===== config.mk =====
export PLATFORM = sky130hd
export DESIGN_NAME = ceespu_fetch
export DESIGN_NICKNAME = d
export VERILOG_FILES = /design/src/rtl/ceespu_pkg.sv /design/src/rtl/ceespu_fetch_fifo.sv /design/src/rtl/ceespu_fetch.sv
export SDC_FILE = /design/constraint.sdc
export NUM_CORES = 1
export LEC_CHECK = 0
export ABC_CLOCK_PERIOD_IN_PS = 2550
export BUFFER_PORTS_ARGS = -buffer_cell sky130_fd_sc_hd__buf_4
export CAP_MARGIN = 25
export CORE_MARGIN = 3
export CORE_UTILIZATION = 28
export DETAILED_ROUTE_END_ITERATION = 16
export SLEW_MARGIN = 0
export SYNTH_ARGS = -nofsm -noshare
export SYNTH_HDL_FRONTEND = slang
export SYNTH_SLANG_ARGS = --single-unit

===== constraint.sdc =====
create_clock -name I_clk -period 2.55 [get_ports I_clk]
set_input_delay 0.1275 -clock I_clk [delete_from_list [all_inputs] [get_ports I_clk]]
set_output_delay 0.1275 -clock I_clk [all_outputs]
set_load 0.02 [all_outputs]

===== src/rtl/ceespu_pkg.sv =====
// Shared defaults and the fetch-queue entry type for the ceespu fetch unit.
package ceespu_pkg;

    localparam int PC_W_DEFAULT     = 14;
    localparam int INSTR_W_DEFAULT  = 32;
    localparam int RESET_PC_DEFAULT = 0;

    typedef struct packed {
        logic [INSTR_W_DEFAULT-1:0] instr;
        logic [PC_W_DEFAULT-1:0]    pc;
    } fetch_entry_t;

endpackage


===== src/rtl/ceespu_fetch_fifo.sv =====
// Generic DEPTH-entry FIFO with push, pop, flush and occupancy count.
// DEPTH must be a power of two so the pointers wrap by natural overflow.
module ceespu_fetch_fifo
    import ceespu_pkg::*;
#(
    parameter int  DEPTH   = 4,
    parameter type entry_t = fetch_entry_t
) (
    input  logic                   clk_i,
    input  logic                   rst_ni,
    input  logic                   push_i,
    input  logic                   pop_i,
    input  logic                   flush_i,
    input  entry_t                 data_i,
    output entry_t                 data_o,
    output logic [$clog2(DEPTH):0] count_o,
    output logic                   empty_o
);

    localparam int AW = $clog2(DEPTH);

    logic [AW-1:0] wr_ptr_q, wr_ptr_d;
    logic [AW-1:0] rd_ptr_q, rd_ptr_d;
    logic [AW:0]   count_q, count_d;
    logic          pop_eff;
    logic          full;
    entry_t        mem_q [DEPTH];

    assign empty_o = (count_q == '0);
    assign full    = (count_q == (AW+1)'(DEPTH));
    assign count_o = count_q;
    assign data_o  = mem_q[rd_ptr_q];
    assign pop_eff = pop_i && !empty_o;

    always_comb begin
        wr_ptr_d = wr_ptr_q;
        rd_ptr_d = rd_ptr_q;
        count_d  = count_q;
        if (flush_i) begin
            wr_ptr_d = '0;
            rd_ptr_d = '0;
            count_d  = '0;
        end else begin
            if (push_i)  wr_ptr_d = wr_ptr_q + 1'b1;
            if (pop_eff) rd_ptr_d = rd_ptr_q + 1'b1;
            count_d = count_q + (AW+1)'(push_i) - (AW+1)'(pop_eff);
        end
    end

    always_ff @(posedge clk_i or negedge rst_ni) begin
        if (!rst_ni) begin
            wr_ptr_q <= '0;
            rd_ptr_q <= '0;
            count_q  <= '0;
        end else begin
            // A full queue may only accept a push in the same cycle it pops.
            if (push_i && !pop_eff && !flush_i) assert (!full);
            wr_ptr_q <= wr_ptr_d;
            rd_ptr_q <= rd_ptr_d;
            count_q  <= count_d;
        end
    end

    always_ff @(posedge clk_i) begin
        if (push_i && !flush_i) mem_q[wr_ptr_q] <= data_i;
    end

endmodule


===== src/rtl/ceespu_fetch.sv =====
// Fetch unit: PC, imem read issue, prefetch queue and valid/ready delivery to decode.
// Optional performance counters are built when CEESPU_FETCH_PERF_EN is defined.
module ceespu_fetch
    import ceespu_pkg::*;
#(
    parameter int PC_W     = PC_W_DEFAULT,
    parameter int INSTR_W  = INSTR_W_DEFAULT,
    parameter int DEPTH    = 4,
    parameter int RESET_PC = RESET_PC_DEFAULT
) (
    input  logic               I_clk,
    input  logic               I_rst,
    input  logic               I_branch,
    input  logic [PC_W-1:0]    I_branchAddress,
    output logic [PC_W+1:0]    O_imemAddress,
    output logic               O_imemE,
    input  logic [INSTR_W-1:0] I_imemData,
    output logic               O_valid,
    input  logic               I_ready,
    output logic [INSTR_W-1:0] O_instr,
    output logic [PC_W-1:0]    O_instrPC,
    output logic [31:0]        O_fetchCount,
    output logic [15:0]        O_flushCount
);

    localparam int CW = $clog2(DEPTH) + 1;

    typedef struct packed {
        logic [INSTR_W-1:0] instr;
        logic [PC_W-1:0]    pc;
    } entry_t;

    logic [PC_W-1:0] pc_q, pc_d;
    logic [PC_W-1:0] inflight_pc_q;
    logic            inflight_q;
    logic [CW-1:0]   count;
    logic [CW:0]     occupancy;
    logic            empty, pop, push, issue;
    entry_t          push_entry, head;

    assign push_entry = '{instr: I_imemData, pc: inflight_pc_q};

    ceespu_fetch_fifo #(
        .DEPTH   (DEPTH),
        .entry_t (entry_t)
    ) u_fifo (
        .clk_i   (I_clk),
        .rst_ni  (I_rst),
        .push_i  (push),
        .pop_i   (pop),
        .flush_i (I_branch),
        .data_i  (push_entry),
        .data_o  (head),
        .count_o (count),
        .empty_o (empty)
    );

    assign O_valid   = !empty;
    assign O_instr   = O_valid ? head.instr : '0;
    assign O_instrPC = O_valid ? head.pc : '0;
    assign pop       = O_valid && I_ready;

    // A response returning during a redirect cycle belongs to the old stream.
    assign push = inflight_q && !I_branch;

    // Slots already promised: queued entries plus the pending response, minus this cycle's pop.
    assign occupancy = {1'b0, count} + {CW'(0), inflight_q} - {CW'(0), pop};
    assign issue     = I_rst && !I_branch && (occupancy < (CW+1)'(DEPTH));

    assign O_imemE       = issue;
    assign O_imemAddress = {pc_q, 2'b00};

    always_comb begin
        pc_d = pc_q;
        if (I_branch)   pc_d = I_branchAddress;
        else if (issue) pc_d = pc_q + 1'b1;
    end

    always_ff @(posedge I_clk or negedge I_rst) begin
        if (!I_rst) begin
            pc_q          <= PC_W'(RESET_PC);
            inflight_q    <= 1'b0;
            inflight_pc_q <= '0;
        end else begin
            pc_q          <= pc_d;
            inflight_q    <= issue;
            inflight_pc_q <= pc_q;
        end
    end

`ifdef CEESPU_FETCH_PERF_EN
    logic [31:0] fetch_cnt_q;
    logic [15:0] flush_cnt_q;

    always_ff @(posedge I_clk or negedge I_rst) begin
        if (!I_rst) begin
            fetch_cnt_q <= '0;
            flush_cnt_q <= '0;
        end else begin
            if (pop)      fetch_cnt_q <= fetch_cnt_q + 1'b1;
            if (I_branch) flush_cnt_q <= flush_cnt_q + 1'b1;
        end
    end

    assign O_fetchCount = fetch_cnt_q;
    assign O_flushCount = flush_cnt_q;
`else
    assign O_fetchCount = '0;
    assign O_flushCount = '0;
`endif

endmodule


**Word-level counts from Yosys, hierarchy flattened**

Memory sizes are Yosys's and may differ from the RTL's.
Index checks and enable logic that the tools add are counted.

- Register bits: 36
- Bits in latches: 0
- Memory bits (writable): 184
- ROM bits: 0
- Bits of input ports: 50
- Output and inout port bits: 112
- Logic and storage cells: 38
- Memories kept: 1

- $add $sub $neg: 7
- Multipliers: 0
- Divide/modulo/power cells: 0
- Order comparisons: 1
- Equal/unequal tests: 0
- Shift-type cells: 0
- Multiplexer cells: 11
- Bitwise operators: 0
- Reduce and logical (&&, ||, !) cells: 12

Memories:

| memory | depth | bits a word | rd ports | clocked after Yosys merged registers in | write ports | RTL line | RTL |
|---|---|---|---|---|---|---|---|
| u_fifo.mem_q | 4 | 46 | 1 | 0 | 1 | ceespu_fetch_fifo.sv:27 | `entry_t mem_q [DEPTH];` |

Operators by type and width:

| kind | number |
|---|---|
| 2-to-1 mux 14 bit | 3 |
| 2-to-1 mux 32 bit | 1 |
| adder 14 x 1 -> 14 bit, second input constant | 1 |
| 2-to-1 mux 2 bit | 4 |
| logical AND 1 bit | 6 |
| nonzero test 2 bit | 3 |
| adder 2 x 1 -> 2 bit, second input constant | 2 |
| adder 3 x 1 -> 4 bit | 1 |
| < comparator 4 x 3 -> 1 bit, second input constant | 1 |
| subtractor 4 x 1 -> 4 bit | 1 |
| adder 3 x 1 -> 3 bit | 1 |
| logical NOT 3 bit | 1 |
| 2-to-1 mux 3 bit | 1 |
| subtractor 3 x 1 -> 3 bit | 1 |
| logical NOT 1 bit | 2 |
| 2-to-1 mux 1 bit | 2 |

**Logic depth before layout (Yosys ltp)**

- Depth after elaboration: 8
- Mapped depth: 13
- Mapped depth without buffers: 12

**By module**

Synthesis repeated with hierarchy kept, for this count alone.

- Cells, all modules: 545
- Area, all modules: 9346.5 um^2

Modules (own cells, without submodules):

| module | times used | cells each | area an instance (um^2) | seq. area each (um^2) |
|---|---|---|---|---|
| ceespu_fetch_fifo | 1 | 282 | 7080.5 | 5700.5 |
| ceespu_fetch | 1 | 263 | 2265.9 | 725.7 |

**Least setup slack after synthesis**

OpenSTA, ideal clock, no wires.

- Path kind: register to register
- Start: reg u_fifo.count_q[1] (netlist: u_fifo.count_o[1])
- End: reg inflight_q
- Library setup time: 0.149 ns
- Arrival time: 2.363 ns
- Data required time: 2.401 ns
- Setup slack: 0.038 ns
- Cell stages (with the launch flop): 13
- Buffers on the path: 1
- Period minus slack after synthesis: 2.512 ns
- Cells stage by stage: dfrtp_1 inv_1 nand3_1 and2_1 ha_1 inv_1 ha_1 nand3b_2 nand3_1 a21oi_1 buf_2 o21ai_1 nor2_1

- Longest elaborated chain between the ends: 6
- Elaborated cells on any way between the ends: 7
- Those cells by class: add/sub (2); order compare (1); reduce/logical (4)

Ends and longest elaborated chain:

| what | RTL line | RTL |
|---|---|---|
| start: declaration | ceespu_fetch_fifo.sv:24 | `logic [AW:0] count_q, count_d;` |
| start signal: assignment | ceespu_fetch_fifo.sv:60 | `count_q <= count_d;` |
| branches (longest 3 deep; another with adder 3 x 1 -> 4 bit) | n/a |  |
| subtractor 4 x 1 -> 4 bit (*) | ceespu_fetch.sv:67 | `assign occupancy = {1'b0, count} + {CW'(0), inflight_q} - {CW'(0), pop};` |
| < comparator 4 x 3 -> 1 bit (*) | ceespu_fetch.sv:68 | `assign issue = I_rst && !I_branch && (occupancy < (CW+1)'(DEPTH));` |
| logical AND 1 bit (*) | ceespu_fetch.sv:68 |  |
| net O_imemE | ceespu_fetch.sv:16 | `output logic O_imemE,` |
| end signal: assignment | ceespu_fetch.sv:86 | `inflight_q <= issue;` |
| end: declaration | ceespu_fetch.sv:35 | `logic inflight_q;` |

Mark *: on every way through the listed nets, which the timed path passes.
A chain may end at the register's enable or synchronous reset.

**Worst setup path after layout**

- Start: reg u_fifo.count_q[2] (netlist: u_fifo.count_o[2])
- End: out O_imemE

- Longest elaborated chain between the ends: 6
- Elaborated cells on any way between the ends: 7
- Those cells by class: add/sub (2); order compare (1); reduce/logical (4)

Ends and longest elaborated chain:

| what | RTL line |
|---|---|
| branches (longest 3 deep; another with adder 3 x 1 -> 4 bit) | n/a |
| subtractor 4 x 1 -> 4 bit (*) | ceespu_fetch.sv:67 |
| < comparator 4 x 3 -> 1 bit (*) | ceespu_fetch.sv:68 |
| logical AND 1 bit (*) | ceespu_fetch.sv:68 |
| end: declaration | ceespu_fetch.sv:16 |

Every way passes the cells marked *.

==> out/results.txt <==
drt drc - 0
post-route insts no fill - 1,123
dpl cells - 1,015
Arrival @ worst endpoint - 2.43 ns
Synth Flop Type - edfxtp_1
final net count - 764
largest net degree at the start of global routing - 48
Sink Count - 220
mapped cell area - 9044 um^2
Worst Setup End Kind - output port
cell area after layout - 11,900 um^2
port bufs - 111
WP buf/inv - 3
first-pass GRT wire length - 28.88 mm
Hold Crit Class - primary input to async pin
max_slew headroom - 0.6594
placed cell area - 10,340 um^2
Worst-Skew Late Latency - 0.51 ns
clock skew - 0.02007 ns
PwrDens - 1003 nW/um^2
global route overflow - 0
delay-heaviest family, CP - simple AND/OR/NAND/NOR gates
wire length per cell - 16.68 um
cell count after synthesis - 505
warnings from Yosys - 0
CP Launch Type - flop
Fin Setup TNS - -0.004350 ns
layout cells sized above 1 - 0.3523
Initial DRC Count - 246
CTS Buf Count - 24
register area share after synthesis - 0.7106
ANT nets after route - 0
critical path class - flop to output port
CP max stage delay - 0.36 ns
worst-path maximum fanout - 3
RSZ-0062 raised after global routing - yes
Slew @ Worst Pin - 0.5109 ns
Post-synth EDFFs - 184
Mean Syn Cell Area - 17.91 um^2
fin. max-slew vios - 0
Final Hold Viols - 0
Distinct cells, synth - 37
Fmax - 0.3915 GHz
HPWL Detailed - 11.33 mm
VDD IR max - 495.9 uV
diode count - 0
cell leakage power - 0.004326 uW
die area - 34,490 um^2
Vias/cell - 4.307
initial core utilization - 0.2851
FP Rows - 65
Worst Path Required - 2.42 ns
Finish-stage setup viols - 1
Die Y - 185.7 um
Area growth syn-to-layout - 31.54%
H-Tree Level Count - 1
crit path cell chain - inv_2 > nand3_2 > and2_4 > ha_4 > inv_2 > ha_4 > nand3b_4 > or3_4 > o21ai_4 > o21ai_4 > nor2_2 > buf_6
Tot GR Track Use - 0.1066
Max-Cap Viols - 0
Final Core Density - 0.3751
status - complete, but fails checks
crit path max-delay cell type - dfrtp_1
vias in the first global route - 5,054
period utilization - 1.002
Detailed Route WL - 18.74 mm
Placeable Area - 31,720 um^2
global placer's final weighted congestion - 0.7300
FILL cells - 2,948
initial antenna violation count - 0
min Tclk post-route - 2.554 ns
Max Buffers Root-to-Sink - 3
WHS - 0.02837 ns
final worst setup slack - -0.004350 ns
failing checks - negative setup slack
iteration count of the initial detailed-routing pass - 5
I/O Pins - 162
Root Driver - clkbuf_16
CTS tree - yes
Clk pin slew, worst setup/hold paths - 0.06 ns
#FFs+latches synth - 220
Chip Width - 185.7 um
vias - 4,837
Post-synth ARST share - 0.1636
-- cells by family (layout without fill, tap and decap cells) --
| family | count (synthesis) | in the layout | share of synthesized area |
|---|---|---|---|
| flip-flops | 220 | 220 | 0.7106 |
| multiplexers | 48 | 48 | 0.1168 |
| buffers and inverters | 80 | 247 | 0.05562 |
| adder cells (fa/ha/maj) | 11 | 11 | 0.01605 |
| XOR/XNOR | 14 | 14 | 0.01356 |
| AND/OR/NAND/NOR | 99 | 99 | 0.06378 |
| AO/OA/AOI/OAI | 32 | 32 | 0.02324 |
| other | 1 | 50 | 0.0004147 |
-- per-stage QoR --
| stage | power, uW | worst slack, ns |
|---|---|---|
| detailed placement | 7875 | 0.008119 |
| CTS | 11910 | -0.08573 |
| finish | 11930 | -0.004350 |
| global route | 12550 | -0.1394 |
| floorplan | 6534 | 0.03795 |
| global placement | 7850 | 0.1125 |
-- worst register-to-register path: cells and delay by family (launching register included) --
kind / cells / cell delay, ns
flops: 1 / 0.36
simple gates: 5 / 1.05
compound gates: 3 / 0.35
buf+inv: 3 / 0.24
fa+ha+maj: 2 / 0.39
-- placed cells by master, fill, tap and decap left out, drive strengths merged, types with 2 or more instances in the layout --
cell type and count:
nor2 15, conb 50, a31oi 3, mux4 46, nor2b 2, nand3 5, bufinv 6, o2111ai 6
dfrtp 36, clkinv 8, o21ai 19, xor2 9, a21oi 2, edfxtp 184, nand2 15, nand3b 2
or3 4, xnor2 5, inv 9, clkbuf 30, ha 10, dlygate4sd3 47, mux2i 2, buf 146
and2 53
-- cells in the mapped netlist (all sizes together), types with 6 or more instances --
cell	number	area, um^2
o21ai	19	98.84
buf	58	420.4
and2	53	331.6
o2111ai	6	52.55
nand2	15	56.30
xor2	9	78.83
ha	10	125.1
dfrtp	36	900.9
edfxtp	184	5525
inv	9	33.78
mux4	46	1036
clkbuf	12	45.04
nor2	15	56.30
-- power by group --
| part | internal, uW | switching [uW] | total (uW) |
|---|---|---|---|
| clock | 2400 | 1360 | 3760 |
| sequential | 4160 | 190 | 4350 |
| combinational | 1860 | 1960 | 3820 |
| total | 8410 | 3510 | 11900 |
-- cell type report --
| type | instances | area [um^2] | area share |
|---|---|---|---|
| flip-flops and latches | 220 | 6431 | 0.5406 |
| clock buffers | 30 | 644.4 | 0.05416 |
| repair buffers | 193 | 1673 | 0.1406 |
| multi-input cells | 254 | 2386 | 0.2006 |
| clock inverters | 14 | 221.5 | 0.01862 |
| well taps | 402 | 503.0 | 0.04228 |
| inverters | 10 | 37.54 | 0.003155 |
-- layer usage --
metal	up-vias	wire, um	GRT usage
met5	-	0	0
met4	0	332	0.02055
met3	22	1123	0.02267
met2	151	8738	0.1732
met1	2454	8543	0.1495
li1	2210	-	-
-- flip-flops by register name, indices dropped and copies added, names as in the netlist --
| name | count |
|---|---|
| inflight_pc_q | 14 |
| u_fifo.wr_ptr_q | 2 |
| inflight_q | 1 |
| u_fifo.count_o | 3 |
| u_fifo.mem_q | 184 |
| u_fifo.rd_ptr_q | 2 |
| pc_q | 14 |
-- worst paths after layout --
| check | start | to | slack, ns | cells after the start |
|---|---|---|---|---|
| max in group asynchronous | I_rst | u_fifo.rd_ptr_q[0]$_DFFE_PN0P_ | 1.88 | 3 |
| worst max register to register | u_fifo.count_o[2]$_DFF_PN0_ | pc_q[3]$_DFFE_PN0P_ | 0.08 | 13 |
| worst min register to register | pc_q[1]$_DFFE_PN0P_ | inflight_pc_q[1]$_DFF_PN0_ | 0.47 | 0 |
| min in group I_clk | I_ready | u_fifo.rd_ptr_q[0]$_DFFE_PN0P_ | 0.12 | 5 |
| worst min-delay path | I_rst | pc_q[5]$_DFFE_PN0P_ | 0.03 | 2 |
| worst max-delay path | u_fifo.count_o[2]$_DFF_PN0_ | O_imemE | -0.004 | 12 |
-- repair_timing --
item,4_1_cts,5_1_grt
hold buffers,47,0
setup buffers,7,10
endpoints found under the hold margin,178,0
endpoints found under the setup margin,2,18
gates resized for setup,15,7
pin swaps,4,7
No activity file was read; power rests on OpenSTA's default activity.
